--- src/rtl/cpu_defs.sv ---
// ============================================================================
// Module   : cpu_defs (package)
// Purpose  : Shared operand, operation and store-FSM state types.
// Revision : 1.0 - initial release
// ============================================================================
`default_nettype none

package cpu_defs;

    typedef logic [31:0] word_t;

    typedef enum logic [2:0] {
        OP_NOP = 3'd0,
        OP_SB  = 3'd1,
        OP_SH  = 3'd2,
        OP_SW  = 3'd3,
        OP_LB  = 3'd4,
        OP_LH  = 3'd5,
        OP_LW  = 3'd6,
        OP_ADD = 3'd7
    } oper_t;

    typedef enum logic [1:0] {
        ST_IDLE  = 2'd0,
        ST_BEAT0 = 2'd1,
        ST_BEAT1 = 2'd2,
        ST_FIN   = 2'd3
    } state_t;

    // Unshifted byte mask for a store; zero marks a non-store operation.
    function automatic logic [3:0] store_lane_mask(input oper_t op);
        logic [3:0] m;
        case (op)
            OP_SB:   m = 4'b0001;
            OP_SH:   m = 4'b0011;
            OP_SW:   m = 4'b1111;
            default: m = 4'b0000;
        endcase
        return m;
    endfunction

endpackage

`default_nettype wire

--- src/rtl/store_lane_align.sv ---
// ============================================================================
// Module   : store_lane_align
// Purpose  : Builds the 8-lane byte enables and 64-bit lane-positioned data.
// Revision : 1.0 - initial release
// ============================================================================
`default_nettype none

module store_lane_align
    import cpu_defs::*;
(
    input  oper_t       i_op,
    input  logic [1:0]  i_off,
    input  word_t       i_data,
    output logic [7:0]  o_be8,
    output logic [63:0] o_data64,
    output logic        o_is_store
);

    logic [3:0] w_mask;
    word_t      w_trunc;

    always_comb begin
        w_mask     = store_lane_mask(i_op);
        o_is_store = |w_mask;
        w_trunc    = i_data & {{8{w_mask[3]}}, {8{w_mask[2]}},
                               {8{w_mask[1]}}, {8{w_mask[0]}}};
        o_be8      = {4'b0000, w_mask} << i_off;
        o_data64   = {32'h0000_0000, w_trunc} << {i_off, 3'b000};
    end

endmodule

`default_nettype wire

--- src/rtl/mem_store_unit.sv ---
// ============================================================================
// Module   : mem_store_unit
// Purpose  : Store unit issuing one or two aligned write beats per request.
// Revision : 1.0 - initial release
// ============================================================================
`default_nettype none

module mem_store_unit
    import cpu_defs::*;
#(
    parameter bit ALLOW_SPLIT = 1'b1
)(
    input  logic       clk,
    input  logic       rst_n,
    input  logic       req_valid,
    output logic       req_ready,
    input  oper_t      req_op,
    input  word_t      req_addr,
    input  word_t      req_data,
    output logic       bus_valid,
    input  logic       bus_ready,
    output word_t      bus_addr,
    output word_t      bus_wdata,
    output logic [3:0] bus_be,
    output logic       done,
    output logic       fault
);

    state_t      r_state;
    state_t      w_state_nxt;
    logic        r_live;
    word_t       r_addr;
    logic [7:0]  r_be;
    logic [63:0] r_wdata;
    logic        r_fault;

    logic [7:0]  w_be8;
    logic [63:0] w_data64;
    logic        w_is_store;
    logic        w_accept;
    logic        w_fault;

    store_lane_align u_align (
        .i_op       (req_op),
        .i_off      (req_addr[1:0]),
        .i_data     (req_data),
        .o_be8      (w_be8),
        .o_data64   (w_data64),
        .o_is_store (w_is_store)
    );

    // r_live keeps req_ready low during reset and raises it on the first edge after.
    assign req_ready = (r_state == ST_IDLE) && r_live;
    assign w_accept  = req_valid && req_ready;
    assign w_fault   = w_is_store && (|w_be8[7:4]) && (ALLOW_SPLIT == 1'b0);

    always_comb begin
        w_state_nxt = r_state;
        case (r_state)
            ST_IDLE: begin
                if (w_accept) begin
                    if (!w_is_store || w_fault) begin
                        w_state_nxt = ST_FIN;
                    end else begin
                        w_state_nxt = ST_BEAT0;
                    end
                end
            end
            ST_BEAT0: begin
                if (bus_ready) begin
                    w_state_nxt = (|r_be[7:4]) ? ST_BEAT1 : ST_FIN;
                end
            end
            ST_BEAT1: begin
                if (bus_ready) begin
                    w_state_nxt = ST_FIN;
                end
            end
            default: w_state_nxt = ST_IDLE;
        endcase
    end

    always_comb begin
        bus_valid = 1'b0;
        bus_addr  = '0;
        bus_wdata = '0;
        bus_be    = 4'b0000;
        done      = 1'b0;
        fault     = 1'b0;
        case (r_state)
            ST_BEAT0: begin
                bus_valid = 1'b1;
                bus_addr  = r_addr;
                bus_wdata = r_wdata[31:0];
                bus_be    = r_be[3:0];
            end
            ST_BEAT1: begin
                bus_valid = 1'b1;
                bus_addr  = r_addr + 32'd4;
                bus_wdata = r_wdata[63:32];
                bus_be    = r_be[7:4];
            end
            ST_FIN: begin
                done  = 1'b1;
                fault = r_fault;
            end
            default: ;
        endcase
    end

    always_ff @(posedge clk or negedge rst_n) begin
        if (!rst_n) begin
            r_state <= ST_IDLE;
            r_live  <= 1'b0;
            r_addr  <= '0;
            r_be    <= '0;
            r_wdata <= '0;
            r_fault <= 1'b0;
        end else begin
            r_state <= w_state_nxt;
            r_live  <= 1'b1;
            if (w_accept) begin
                r_addr  <= {req_addr[31:2], 2'b00};
                r_be    <= w_be8;
                r_wdata <= w_data64;
                r_fault <= w_fault;
            end
        end
    end

endmodule

`default_nettype wire
--- config.mk ---
export PLATFORM = sky130hd
export DESIGN_NAME = mem_store_unit
export DESIGN_NICKNAME = d
export VERILOG_FILES = /design/src/rtl/cpu_defs.sv /design/src/rtl/store_lane_align.sv /design/src/rtl/mem_store_unit.sv
export SDC_FILE = /design/constraint.sdc
export NUM_CORES = 1
export LEC_CHECK = 0
export ABC_AREA = 1
export ABC_CLOCK_PERIOD_IN_PS = 1700
export CORE_ASPECT_RATIO = 1.5
export CORE_MARGIN = 1.5
export CORE_UTILIZATION = 45
export DETAILED_ROUTE_END_ITERATION = 6
export PLACE_DENSITY = 0.84
export SLEW_MARGIN = 20
export SYNTH_ARGS = -nofsm -noshare
export SYNTH_HDL_FRONTEND = slang
export SYNTH_SLANG_ARGS = --single-unit
--- constraint.sdc ---
create_clock -name clk -period 1.7 [get_ports clk]
set_clock_uncertainty 0.1 [all_clocks]
set_input_delay 0.17 -clock clk [delete_from_list [all_inputs] [get_ports clk]]
set_output_delay 0.17 -clock clk [all_outputs]
set_load 0.02 [all_outputs]
==> results.md <==
- The run finished, with violations left.
- The final reports fail on negative setup slack.
- The final number of max-transition violations is 0.
- The start-to-end type of the worst setup path is register to output port.
- The ratio of total power to cell area is 1550 nW/um^2.
- Dividing the detail-routed via count by the number of cells gives 6.25.
- The final count of hold timing violations is 0.
- Once the floorplan was initialized, standard cells occupied 46.5% of the core.
- The root cell of the clock tree is sky130_fd_sc_hd__clkbuf_16.
- The number of different library cells in the post-synthesis netlist is 33.
- In this run switching power makes up 46.6% of total power.
- The busiest metal layer after global routing is met2.
- The final period utilization is 150%.
- The TritonCTS sink count is 96.
- The most common cell in the synthesized netlist is sky130_fd_sc_hd__nand2_1.
- The total of warnings raised by yosys is 0.
- The die covers 13700 sq um.
- The total wire length after detailed routing is 31600 um.
- The nature of the critical path startpoint is a register.
- The final routed wire length divided by cell count is 24.4 um.
- The analysis attributes to cell leakage a power of 4.83 nW.
- In this run the remaining antenna-violating nets after routing total 0.
- Max-cap violations in this run came to 0.
- In this run, synthesis inferred 0 flip-flops with an integrated enable.
- Of all nets on the critical path, the largest fanout is 4.
- The clock transition at the registers of the reported paths is 70 ps.
- The top cell type's share of synthesized area is 41.1%.
- For this block, the initial DRC count from the detailed router was 924.
- The number of global-route vias before repair was 7146.
- The H-tree was split into 3 levels.
- The longest clock path from root to sink contains 2 buffers.
- The wire length of the first global-routing pass is 36300 um.
- The final net count is 1208.
- The fraction of met1 tracks used by global routing is 38.6%.
- The number of cells traversed by the worst register-to-register path is 11.
- The horizontal die dimension is 96.0 um.
- The measured slew at the worst slew-check pin is 692 ps.
- The completed layout was analyzed and its total power is 16.5 mW.
- The overflow left after global routing is 0.
- Compared with the post-synthesis result, the final layout area differs by 81.6%.
- The synthesized instance count is 844.
- Setup repair after global routing could not meet its margin everywhere.
- The number of antenna violations at the first check in global routing is 2.
- Counting the fill cells in the layout gives 617.
- The clock reaches the later pin of the worst-skew pair after 380 ps.
- The number of diodes added for antenna fixing is 0.
- The endpoint of the worst-slack reg-to-reg timing path is r_state[0].
- The power share of the sequential group is 23.0%.
- The post-route cell area is 10600 sq um.
- The core region is 12600 sq um.
- The die is 143 um tall.
- The setup slack after layout is -842 ps.
- The placed instance area is 8340 sq um.
- The worst hold-check path type is input port to async pin.
- Routability-driven placement finished with a final weighted congestion of 1.04.
- In the routed design, unresolved DRC markers number 0.
- The post-synthesis async set-or-reset flop share is 100%.
- The first detailed-routing pass took 7 iterations.
- The internal reg-to-reg setup slack is -360 ps.
- The maximum ir drop on the vdd rail is 0.823 mV.
- The combinational cell fraction of total power is 64.3%.
- The site row count is 50.
- In this run the tool buffered the top-level ports with 139 buffer cells.
- The routed layout has 8075 vias.
- For this run, the register share of the synthesized area comes to 41.1%.
- In the post-synthesis netlist, the biggest area contributors are sky130_fd_sc_hd__dfrtp_1 (41%), sky130_fd_sc_hd__nand2_1 (19%), sky130_fd_sc_hd__o21ai_0 (7.5%).
- The maximum number of pins on one net before global-route repair is 43.
- The worst setup path is captured at an output port.
- The layout cell share with drive strength beyond 1 is 40.9%.
- The HPWL after detailed placement is 16600 um.
- In the synthesized netlist, the cells that appear most often are sky130_fd_sc_hd__nand2_1 (302), sky130_fd_sc_hd__inv_1 (97), sky130_fd_sc_hd__dfrtp_1 (96).
- Clock tree synthesis inserted a total of 9 buffers.
- The relative max-transition margin is 53.4%.
- For this run, the leading register cell type out of synthesis is sky130_fd_sc_hd__dfrtp_1.
- The number of storage elements in the synthesis netlist is 96.
- In the global route stage, overall resource usage came out at 35.6%.
- For this run, global-route usage on met3 was measured as 5.66%.
- The internal power consumption is 8.82 mW.
- At the worst endpoint, the arrival time is 2270 ps.
- The netlist area before placement is 5840 sq um.
- The net switching power is 7.68 mW.
- On the final layout, the worst hold slack is 159 ps.
- The cell type contributing the most total cell area after synthesis is sky130_fd_sc_hd__dfrtp_1.
- Subtracting the final worst setup slack from the clock period gives 2540 ps.
- The total of endpoints with negative setup slack in the final report is 135.
- Global routing used 59.7% of the available met2 tracks.
- In this run the count of I/O pins placed on the die edge is 143.
- At the worst endpoint, the required time is 1430 ps.
- The critical register-to-register path startpoint is r_state[1].
- The clock network accounts for 12.7% of the total power.
- TritonCTS built the clock tree.
- Dividing the synthesized area by the synthesized cell count gives 6.92 sq um.
- Based on the critical path, the design can be clocked at up to 393 MHz.
[power groups by stage]
stage	logic, mW	clock network [mW]	registers, mW
after floorplan	3.29	0	3.54
after CTS	7.84	2.00	3.59
final	10.6	2.09	3.80
after global routing	11.1	2.16	3.81
after detailed placement	6.62	0	3.61
after global placement	6.51	0	3.57
[cell type report]
cell class	instances	area, sq um	area share, %
tap	156	195	1.84
timing repair buffer	309	3250	30.6
clock buffer	9	225	2.12
sequential	96	2400	22.7
clock inverter	7	62.6	0.590
multi-input combinational	610	4020	37.8
inverter	105	452	4.26
timing repair inverter	1	8.76	0.0825
[what timing repair did]
| item | CTS | global route |
|---|---|---|
| resized for setup | 510 | 234 |
| hold endpoints to repair | 54 | 0 |
| gates cloned | 2 | 8 |
| pin swaps | 24 | 55 |
| setup endpoints to repair | 122 | 140 |
| buffers inserted | 17 | 27 |
| hold buffers | 1 | 0 |
[cells by family (layout without fill, tap and decap cells)]
kind of cell / after synthesis / in the layout / synth area share (%)
buffers and inverters: 140 / 431 / 9.98
other: 2 / 4 / 0.129
muxes: 3 / 3 / 0.514
adders and majority gates: 5 / 5 / 1.07
AOI/OAI and AO/OA: 159 / 159 / 15.9
DFF: 96 / 96 / 41.1
and+or+nand+nor: 439 / 439 / 31.3
[placed cells by master, fill, tap and decap left out, types with 2 or more instances in the layout]
cell type,synthesis,final
sky130_fd_sc_hd__a21oi_1,9,5
sky130_fd_sc_hd__a21oi_2,0,3
sky130_fd_sc_hd__buf_12,0,15
sky130_fd_sc_hd__buf_16,0,2
sky130_fd_sc_hd__buf_4,3,114
sky130_fd_sc_hd__buf_6,4,89
sky130_fd_sc_hd__buf_8,0,10
sky130_fd_sc_hd__clkbuf_16,0,16
sky130_fd_sc_hd__clkdlybuf4s50_1,0,69
sky130_fd_sc_hd__clkinv_4,0,3
sky130_fd_sc_hd__clkinv_8,0,3
sky130_fd_sc_hd__conb_1,2,4
sky130_fd_sc_hd__dfrtp_1,96,95
sky130_fd_sc_hd__ha_4,0,3
sky130_fd_sc_hd__inv_1,97,90
sky130_fd_sc_hd__inv_2,6,8
sky130_fd_sc_hd__inv_6,0,4
sky130_fd_sc_hd__inv_8,0,3
sky130_fd_sc_hd__mux2i_1,3,3
sky130_fd_sc_hd__nand2_1,302,246
sky130_fd_sc_hd__nand2_2,6,39
sky130_fd_sc_hd__nand2_4,1,20
sky130_fd_sc_hd__nand2_8,0,4
sky130_fd_sc_hd__nand3_1,51,33
sky130_fd_sc_hd__nand3_2,0,15
sky130_fd_sc_hd__nand3_4,1,4
sky130_fd_sc_hd__nand4_1,6,6
sky130_fd_sc_hd__nor2_1,58,38
sky130_fd_sc_hd__nor2_2,7,10
sky130_fd_sc_hd__nor2_4,4,21
sky130_fd_sc_hd__o211ai_1,17,17
sky130_fd_sc_hd__o21ai_0,87,44
sky130_fd_sc_hd__o21ai_1,8,12
sky130_fd_sc_hd__o21ai_2,0,20
sky130_fd_sc_hd__o21ai_4,0,19
sky130_fd_sc_hd__o21bai_1,5,4
sky130_fd_sc_hd__o22ai_2,5,17
sky130_fd_sc_hd__o22ai_4,0,12
[state kept, by name (all words and copies together) (netlist names)]
signal / count
r_state: 2
r_be: 7
r_live: 1
r_wdata: 56
r_addr: 30
[worst max-delay path by stage]
stage                    start      endpoint  slack [ps]  depth (start not counted)
global placement    r_addr[13]  bus_addr[31]        -710                          9
floorplan           r_state[0]  bus_wdata[2]         -50                          5
global route         r_addr[9]  bus_addr[20]        -910                          9
finish               r_addr[6]  bus_addr[20]        -840                          9
detailed placement  r_addr[13]  bus_addr[31]        -680                          9
CTS                  r_addr[3]  bus_addr[24]        -460                          9
[routing by layer]
layer,part of all wire [%],routed length [um]
met1,31,9760
met2,46,14700
met3,12,3700
met4,11,3420
met5,0.086,27
[stage by stage]
stage                     util [%]  setup TNS [ps]  setup slack [ps]  cells
after CTS                     73.9          -20710              -461   1261
after global placement        66.3          -30500              -713   1225
after floorplan                  -            -708             -55.0    846
final                         84.4          -41890              -842   1293
after detailed placement      66.3          -36200              -676   1225
after global routing          84.4          -46180              -905   1293
[critical path, stage by stage, from the launching register on]
cell and delay, ps:
sky130_fd_sc_hd__dfrtp_1 450, sky130_fd_sc_hd__nand2_1 150, sky130_fd_sc_hd__nor2_2 300, sky130_fd_sc_hd__nand3_2 320
sky130_fd_sc_hd__nor2_1 180, sky130_fd_sc_hd__buf_4 170, sky130_fd_sc_hd__nand2_2 60, sky130_fd_sc_hd__nand2_2 70
sky130_fd_sc_hd__o21ai_2 60, sky130_fd_sc_hd__buf_6 130
No activity file was read; power rests on OpenSTA's default activity.
